File: src/rtl/lfsr_stream_if.sv
// Output stream bundle of the LFSR generator: valid/ready handshake
// carrying STEP freshly shifted-out bits per transfer.
interface lfsr_stream_if #(
    parameter int STEP = 1
);
    logic            out_valid;
    logic            out_ready;
    logic [STEP-1:0] out_data;

    // Producer side (the LFSR)
    modport master (
        output out_valid,
        output out_data,
        input  out_ready
    );

    // Consumer side
    modport slave (
        input  out_valid,
        input  out_data,
        output out_ready
    );
endinterface

File: src/rtl/lfsr_stream.sv
// Parametrised LFSR stream source (Fibonacci or Galois form) producing
// STEP bits per accepted transfer, with runtime seeding, entropy mixing
// on every step and automatic recovery from the all-zero lockup state.
module lfsr_stream #(
    parameter int               WIDTH      = 16,
    parameter int               STEP       = 1,
    parameter int               GALOIS     = 0,
    parameter logic [WIDTH-1:0] INIT_VALUE = 16'hACE1,
    parameter logic [WIDTH-1:0] FEEDBACK   = 16'h002D
) (
    input  logic              clk,
    input  logic              rst_n,
    input  logic [STEP-1:0]   random,
    input  logic              seed_valid,
    input  logic [WIDTH-1:0]  seed,
    lfsr_stream_if.master     out_if,
    output logic [WIDTH-1:0]  state,
    output logic              seed_rej,
    output logic [7:0]        lockups
);

    typedef enum logic {
        ST_INIT,
        ST_RUN
    } fsm_t;

    // Galois taps never include the MSB: that position receives the
    // shifted-out bit itself.
    localparam logic [WIDTH-1:0] GAL_MASK = {1'b0, FEEDBACK[WIDTH-2:0]};

    fsm_t             fsm_reg, fsm_next;
    logic [WIDTH-1:0] state_reg, state_next;
    logic [7:0]       lockups_reg, lockups_next;
    logic             seed_rej_reg, seed_rej_next;

    logic [WIDTH-1:0] step_state;
    logic [STEP-1:0]  step_bits;
    logic             out_valid_w;
    logic             transfer;

    // Chain STEP single steps; each step's output bit is the LSB it shifts out
    always_comb begin
        step_state = state_reg;
        step_bits  = '0;
        for (int i = 0; i < STEP; i++) begin
            step_bits[i] = step_state[0];
            if (GALOIS != 0) begin
                step_state = {step_state[0] ^ random[i], step_state[WIDTH-1:1]}
                           ^ ({WIDTH{step_state[0]}} & GAL_MASK);
            end else begin
                step_state = {random[i] ^ (^(step_state & FEEDBACK)),
                              step_state[WIDTH-1:1]};
            end
        end
    end

    // A zero state is never presented as data; it is being recovered
    assign out_valid_w = (fsm_reg == ST_RUN) && (state_reg != '0);
    assign transfer    = out_valid_w && out_if.out_ready;

    // Next-state logic: INIT loads the start value, RUN applies seed > lockup > transfer
    always_comb begin
        fsm_next      = fsm_reg;
        state_next    = state_reg;
        lockups_next  = lockups_reg;
        seed_rej_next = 1'b0;
        case (fsm_reg)
            ST_INIT: begin
                state_next = INIT_VALUE;
                fsm_next   = ST_RUN;
            end
            ST_RUN: begin
                if (seed_valid && (seed != '0)) begin
                    // A coincident transfer is consumed; its data was the old state
                    state_next = seed;
                end else begin
                    if (seed_valid) begin
                        seed_rej_next = 1'b1;
                    end
                    if (state_reg == '0) begin
                        state_next = INIT_VALUE;
                        if (lockups_reg != 8'hFF) begin
                            lockups_next = lockups_reg + 8'd1;
                        end
                    end else if (transfer) begin
                        state_next = step_state;
                    end
                end
            end
            default: begin
                fsm_next = ST_INIT;
            end
        endcase
    end

    // State registers with asynchronous active-low reset
    always_ff @(posedge clk or negedge rst_n) begin
        if (!rst_n) begin
            fsm_reg      <= ST_INIT;
            state_reg    <= '0;
            lockups_reg  <= 8'h00;
            seed_rej_reg <= 1'b0;
        end else begin
            fsm_reg      <= fsm_next;
            state_reg    <= state_next;
            lockups_reg  <= lockups_next;
            seed_rej_reg <= seed_rej_next;
        end
    end

    assign out_if.out_valid = out_valid_w;
    assign out_if.out_data  = step_bits;
    assign state            = state_reg;
    assign seed_rej         = seed_rej_reg;
    assign lockups          = lockups_reg;

endmodule
File: src/flat_wrapper.sv
// flat-port wrapper written by rule: the top's interface ports become plain ports
module lfsr_stream_flat 
#(
    parameter int               WIDTH      = 16,
    parameter int               STEP       = 1,
    parameter int               GALOIS     = 0,
    parameter logic [WIDTH-1:0] INIT_VALUE = 16'hACE1,
    parameter logic [WIDTH-1:0] FEEDBACK   = 16'h002D
)
  (clk, rst_n, random, seed_valid, seed, state, seed_rej, lockups, out_if_out_valid, out_if_out_data, out_if_out_ready);
  lfsr_stream_if #(.STEP(STEP)) out_if_i ();
  input  logic clk;
  input  logic rst_n;
  input  logic [STEP-1:0] random;
  input  logic seed_valid;
  input  logic [WIDTH-1:0] seed;
  output logic [WIDTH-1:0] state;
  output logic seed_rej;
  output logic [7:0] lockups;
  output wire logic [$bits(out_if_i.out_valid)-1:0] out_if_out_valid;
  output wire logic [$bits(out_if_i.out_data)-1:0] out_if_out_data;
  input wire logic [$bits(out_if_i.out_ready)-1:0] out_if_out_ready;
  assign out_if_out_valid = out_if_i.out_valid;
  assign out_if_out_data = out_if_i.out_data;
  assign out_if_i.out_ready = out_if_out_ready;
  lfsr_stream #(.WIDTH(WIDTH), .STEP(STEP), .GALOIS(GALOIS), .INIT_VALUE(INIT_VALUE), .FEEDBACK(FEEDBACK)) u_core (.clk(clk), .rst_n(rst_n), .random(random), .seed_valid(seed_valid), .seed(seed), .out_if(out_if_i), .state(state), .seed_rej(seed_rej), .lockups(lockups));
endmodule
File: config.mk
export PLATFORM = sky130hd
export DESIGN_NAME = lfsr_stream_flat
export DESIGN_NICKNAME = d
export VERILOG_FILES = /design/src/rtl/lfsr_stream_if.sv /design/src/rtl/lfsr_stream.sv /design/src/flat_wrapper.sv
export SDC_FILE = /design/constraint.sdc
export NUM_CORES = 1
export LEC_CHECK = 0
export CAP_MARGIN = 20
export CORE_UTILIZATION = 40
export CTS_CLUSTER_SIZE = 30
export DETAILED_ROUTE_END_ITERATION = 12
export PLACE_DENSITY = 0.71
export RECOVER_POWER = 25
export SLEW_MARGIN = 20
export SYNTH_ARGS = -nofsm -noshare
export SYNTH_HDL_FRONTEND = slang
export SYNTH_SLANG_ARGS = --single-unit
File: constraint.sdc
create_clock -name clk -period 6.4 [get_ports clk]
set_input_delay 1.28 -clock clk [delete_from_list [all_inputs] [get_ports clk]]
set_output_delay 1.28 -clock clk [all_outputs]
set_load 0.005 [all_outputs]
==> results of run 1 <==
[power groups by stage]
stage	Combinational, mW	Clock (mW)	Sequential [mW]
2_1_floorplan	0.0329	0	0.184
3_3_place_gp	0.0707	0	0.187
3_5_place_dp	0.0715	0	0.188
4_1_cts	0.0720	0.0833	0.185
5_1_grt	0.0791	0.0910	0.186
6_report	0.0712	0.0808	0.185
[per-layer routing]
metal / vias to the layer above / GRT usage (%) / wire length [um]
li1: 597 / - / -
met1: 608 / 25.9 / 1640
met2: 49 / 29.6 / 1660
met3: 14 / 2.90 / 168
met4: 0 / 9.52 / 102
met5: - / 0 / 0
[cells by family (layout without fill, tap and decap cells)]
| logic type | after synthesis | after routing | share of synthesized area, % |
|---|---|---|---|
| adder cells (fa/ha/maj) | 2 | 2 | 1.74 |
| flip-flops | 26 | 26 | 45.2 |
| other | 1 | 1 | 0.260 |
| multiplexers | 15 | 15 | 11.1 |
| XOR/XNOR | 10 | 10 | 6.08 |
| AO/OA/AOI/OAI | 22 | 22 | 11.7 |
| AND/OR/NAND/NOR | 53 | 53 | 20.2 |
| buffers and inverters | 12 | 55 | 3.74 |
[cells in the mapped netlist]
cell and count:
conb_1 1, a41oi_1 1, o31a_1 1, or4_4 1
clkbuf_2 1, mux2i_1 7, and2_1 2, nand2_1 20
o31ai_1 2, nor4_1 6, clkbuf_1 5, dfrtp_1 26
mux2_2 8, nor2_1 3, nand3_1 7, xnor2_1 8
o21ai_0 10, a21oi_1 2, inv_1 3, nor4b_1 2
o211a_1 5, xor2_1 2, and3_1 4, nand4_1 4
a311oi_4 1, nor3_1 2, nand4b_4 1, ha_1 2
buf_4 2, buf_1 1, nor2b_1 1
[critical path: stages (launching register included)]
cell	delay [ns]
dfrtp_1	0.44
inv_1	0.07
ha_1	0.13
nor4b_1	0.50
and3_1	0.53
nor2b_1	0.09
clkdlybuf4s50_1	0.46
[final cells by class]
class                           count  area [um2]
Clock buffer                        4        36.3
Tap cell                           46        57.6
Timing Repair Buffer               48         474
Sequential cell                    26         651
Fill cell                         276        1420
Inverter                            3        11.3
Multi-Input combinational cell    103         736
[worst min path at each step]
stage | from | endpoint | slack [ns] | depth (start not counted)
after detailed placement | u_core.lockups[2]$_DFFE_PN0P_ | u_core.lockups[2]$_DFFE_PN0P_ | 0.51 | 1
after floorplan | u_core.lockups[6]$_DFFE_PN0P_ | u_core.lockups[6]$_DFFE_PN0P_ | 0.48 | 1
final | u_core.lockups[6]$_DFFE_PN0P_ | u_core.lockups[6]$_DFFE_PN0P_ | 0.54 | 1
after global placement | u_core.lockups[6]$_DFFE_PN0P_ | u_core.lockups[6]$_DFFE_PN0P_ | 0.49 | 1
after global routing | u_core.lockups[6]$_DFFE_PN0P_ | u_core.lockups[6]$_DFFE_PN0P_ | 0.56 | 1
after CTS | u_core.lockups[2]$_DFFE_PN0P_ | u_core.lockups[2]$_DFFE_PN0P_ | 0.54 | 1
==> results_dict.tcl, run 1 <==
set metrics [dict create \
    crit_type "reg -> out" \
    synth_seq_cells 26 \
    gp_congestion 0.840 \
    synth_top_area_share_pct 45.2 \
    path_clk_slew_ns 0.13 \
    via_count 1268 \
    die-area_um2 3840 \
    synth_area_um2 1440 \
    cts_buffer_depth 2 \
    via_per_inst 5.51 \
    critPathLaunch "u_core.state[2]$_DFFE_PN0P_" \
    combPwrFrac_pct 21.1 \
    postPlaceCellArea_um2 1930 \
    cts_resized 0 \
    syn-num-nets 164 \
    yosys.area.top_type "dfrtp_1" \
    maxCapViolCount 0 \
    crit_end "out_if_out_valid" \
    power_switching_mw 0.0864 \
    layout-drive-gt1-share_pct 8.15 \
    wl_mm 3.57 \
    root_buffer "clkbuf_4" \
    fin_area_um2 1970 \
    dp_slack_ns 2.78 \
    rows 21 \
    area_growth_pct 36.5 \
    rsz0062_at_grt "false" \
    cp-start-kind "flop" \
    yosys_warnings 0 \
    setup_viol 0 \
    largest_reg_flops 16 \
    r2r_slack_ns 4.01 \
    syn_inst 141 \
    clock.fmax_ghz 0.262 \
    ctsHoldBuffers 0 \
    coreArea_um2 3390 \
    final-max-slew-violation-count 0 \
    drc_errors 0 \
    final_util_pct 58.0 \
    final_hold_viol_count 0 \
    final.setup.worst_slack_ns 2.58 \
    power_mw 0.337 \
    hold_path.class "reg -> reg" \
    overflow 0 \
    r2r-start "u_core.fsm_reg$_DFF_PN0_" \
    ys_seq_area_share_pct 45.2 \
    seqPwrFrac_pct 54.9 \
    p_clk_share_pct 24.0 \
    nets 208 \
    final_cell_mix "clkdlybuf4s50_1 (46), dfrtp_1 (26), nand2_1 (20), o21ai_0 (10)" \
    avgSynthCellArea_um2 10.2 \
    worst_ep_arrival_time_ns 2.54 \
    numCtsBuffers 3 \
    hold_ws_ns 0.536 \
    wire_per_inst_um 15.5 \
    grt_use_total_pct 19.1 \
    grt_pass1_vias 1177 \
    die_x_um 62 \
    skew_ns 0.00336 \
    switching_share_pct 25.7 \
    diodes 0 \
    worstPathMaxFanout 13 \
    timing.rr.end "u_core.lockups[1]$_DFFE_PN0P_" \
    grt_max_degree 27 \
    cts.sinks 26 \
    r2r_cells 4 \
    p_per_area_nw_per_um2 171 \
    grt_pass1_wl_mm 5.40 \
    dpl.cell_count 226 \
    antenna_found_initial 0 \
    worst_slew_pin_slew_ns 1.39 \
    io_pins 48 \
    portBuffers 47 \
    status "finished, final reports clean" \
    clk_latency_ns 0.31 \
    setup_tns_ns 0 \
    ir_drop_uv 77.5 \
    finalCritPeriodShare_pct 59.7 \
    drt-initial-drc-count 92 \
    cts_tree "built" \
    final_common_cell "clkdlybuf4s50_1" \
    fin_crit_ns 3.82 \
    start_util_pct 42.5 \
    synth_cell_types 31 \
    internal-power_mw 0.250 \
    postCtsSetupBuffers 0 \
    slew_headroom_pct 7.50 \
    synthTopCellsByArea "dfrtp_1 (45%), mux2_2 (6.3%), nand2_1 (5.2%)" \
    die_h_um 62 \
    hpwl_mm 2.63 \
    firstDrtPassIters 5 \
    ant_nets 0 \
    critPathCaptureType "output pin" \
    required_ns 5.12 \
    stdcell_count 230 \
    h-tree-depth 1 \
    p_leak_nw 0.851 \
]
Power figures use the tool's default switching activity.
==> inputs of run 2 (changes only) <==
--- a/config.mk
+++ b/config.mk
@@ -9,7 +9,7 @@
 export CORE_UTILIZATION = 40
 export CTS_CLUSTER_SIZE = 30
 export DETAILED_ROUTE_END_ITERATION = 12
-export PLACE_DENSITY = 0.71
+export PLACE_DENSITY = 0.74
 export RECOVER_POWER = 25
 export SLEW_MARGIN = 20
 export SYNTH_ARGS = -nofsm -noshare
==> constraint.sdc (replaced) <==
create_clock -name clk -period 3.2 [get_ports clk]
set_input_delay 0.64 -clock clk [delete_from_list [all_inputs] [get_ports clk]]
set_output_delay 0.64 -clock clk [all_outputs]
set_load 0.005 [all_outputs]
==> results_dict.tcl, run 2 (synthesis results as in run 1) <==
set metrics [dict create \
    drc_errors 0 \
    via_count 1292 \
    nets 213 \
    final_cell_mix "clkdlybuf4s50_1 (46), dfrtp_1 (26), nand2_1 (20), o21ai_0 (10)" \
    rsz0062_at_grt "false" \
    setup_viol 0 \
    grt_pass1_vias 1295 \
    clock.fmax_ghz 0.331 \
    die_h_um 62 \
    cp-start-kind "flop" \
    via_per_inst 5.50 \
    finalCritPeriodShare_pct 94.4 \
    portBuffers 47 \
    worstPathMaxFanout 4 \
    r2r_cells 6 \
    final_common_cell "clkdlybuf4s50_1" \
    fin_crit_ns 3.02 \
    h-tree-depth 1 \
    grt_max_degree 27 \
    numCtsBuffers 3 \
    clk_latency_ns 0.33 \
    setup_tns_ns 0 \
    r2r_slack_ns 0.82 \
    met2_usage_pct 38.4 \
    required_ns 2.56 \
    status "finished, final reports clean" \
    postCtsSetupBuffers 0 \
    coreArea_um2 3390 \
    wl_mm 3.69 \
    stdcell_count 235 \
    use_met3_pct 2.90 \
    hp-start "u_core.lockups[6]$_DFFE_PN0P_" \
    critPathCaptureType "output pin" \
    grt_pass1_wl_mm 5.87 \
    worst_slew_pin_slew_ns 1.44 \
    root_buffer "clkbuf_4" \
    p_leak_nw 0.875 \
    gp_congestion 0.845 \
    rows 21 \
    area_growth_pct 39.1 \
    hpwl_mm 2.71 \
    timing.rr.end "u_core.lockups[1]$_DFFE_PN0P_" \
    top_usage_layer "met2" \
    final-max-slew-violation-count 0 \
    cts_resized 0 \
    min_path_cells 1 \
    slew_headroom_pct 3.85 \
    diodes 0 \
    ant_nets 0 \
    r2r-start "u_core.state[2]$_DFFE_PN0P_" \
    drt-initial-drc-count 54 \
    p_per_area_nw_per_um2 343 \
    cts_buffer_depth 2 \
    crit_type "reg -> out" \
    cts_tree "built" \
    power_mw 0.687 \
    antenna_found_initial 0 \
    grt.met1_usage_pct 25.4 \
    largest_reg_flops 16 \
    grt_use_total_pct 21.4 \
    layout-drive-gt1-share_pct 10.6 \
    firstDrtPassIters 4 \
    maxCapViolCount 0 \
    ir_drop_uv 170 \
    worst_ep_arrival_time_ns 2.38 \
    cts.sinks 26 \
    wire_per_inst_um 15.7 \
    die-area_um2 3840 \
    die_x_um 62 \
    final_hold_viol_count 0 \
    io_pins 48 \
    dpl.cell_count 231 \
    ctsHoldBuffers 0 \
    skew_ns 0.00224 \
    path_clk_slew_ns 0.14 \
    start_util_pct 42.5 \
    overflow 0 \
    hold_end "u_core.lockups[6]$_DFFE_PN0P_" \
    hold_path.class "reg -> reg" \
]
## run 2: changes by cell type in the layout (fill, tap and decap cells not counted)
cell,before,now
buf_4,0,5
## run 2: area by class of cell
| cell class | count | area (um2) |
|---|---|---|
| multi-input cells | 103 | 736 |
| flip-flops and latches | 26 | 651 |
| inverters | 3 | 11.3 |
| clock buffers | 4 | 36.3 |
| well taps | 46 | 57.6 |
| repair buffers | 53 | 512 |
| fillers | 292 | 1390 |
## run 2: metrics by stage
| stage | setup WS (ns) | cell area, um2 | hold WS [ns] | utilization (%) |
|---|---|---|---|---|
| 6_report | 0.180 | 2000 | 0.518 | 59.1 |
| 3_5_place_dp | 0.346 | 1970 | 0.505 | 58.1 |
| 3_3_place_gp | 0.354 | 1970 | 0.481 | 58.1 |
| 4_1_cts | 0.192 | 2010 | 0.530 | 59.2 |
| 2_1_floorplan | 1.01 | 1440 | 0.344 | - |
| 5_1_grt | 0.0189 | 2000 | 0.547 | 59.1 |
## run 2: worst max path at each step
stage,startpoint,end,slack [ns],depth (start not counted)
after global placement,seed[10],u_core.lockups[1]$_DFFE_PN0P_,0.35,5
final,u_core.state[2]$_DFFE_PN0P_,out_if_out_valid,0.18,6
after detailed placement,seed[10],u_core.lockups[1]$_DFFE_PN0P_,0.35,5
after CTS,u_core.state[2]$_DFFE_PN0P_,out_if_out_valid,0.19,6
after global routing,u_core.state[2]$_DFFE_PN0P_,out_if_out_valid,0.02,6
after floorplan,u_core.state[3]$_DFFE_PN0P_,out_if_out_valid,1.01,6
## run 2: layer usage
layer  vias to the layer above  routed length (um)  part of all wire (%)
li1                        606                   -                     -
met1                       634                1620                    44
met2                        45                1860                    50
met3                         7                 162                   4.4
met4                         0                  55                   1.5
met5                         -                   0                     0
## run 2: report_power, final
group          total [mW]  internal, mW  switching (mW)
clock               0.172        0.0697           0.102
combinational       0.150        0.0892          0.0603
sequential          0.365         0.345          0.0202
total               0.687         0.504           0.182
## run 2: worst max-delay path: stages (launching register included)
cell	delay (ns)
dfrtp_1	0.44
inv_1	0.07
ha_1	0.13
nor4b_1	0.59
and3_1	0.32
nor2b_1	0.06
clkdlybuf4s50_1	0.44
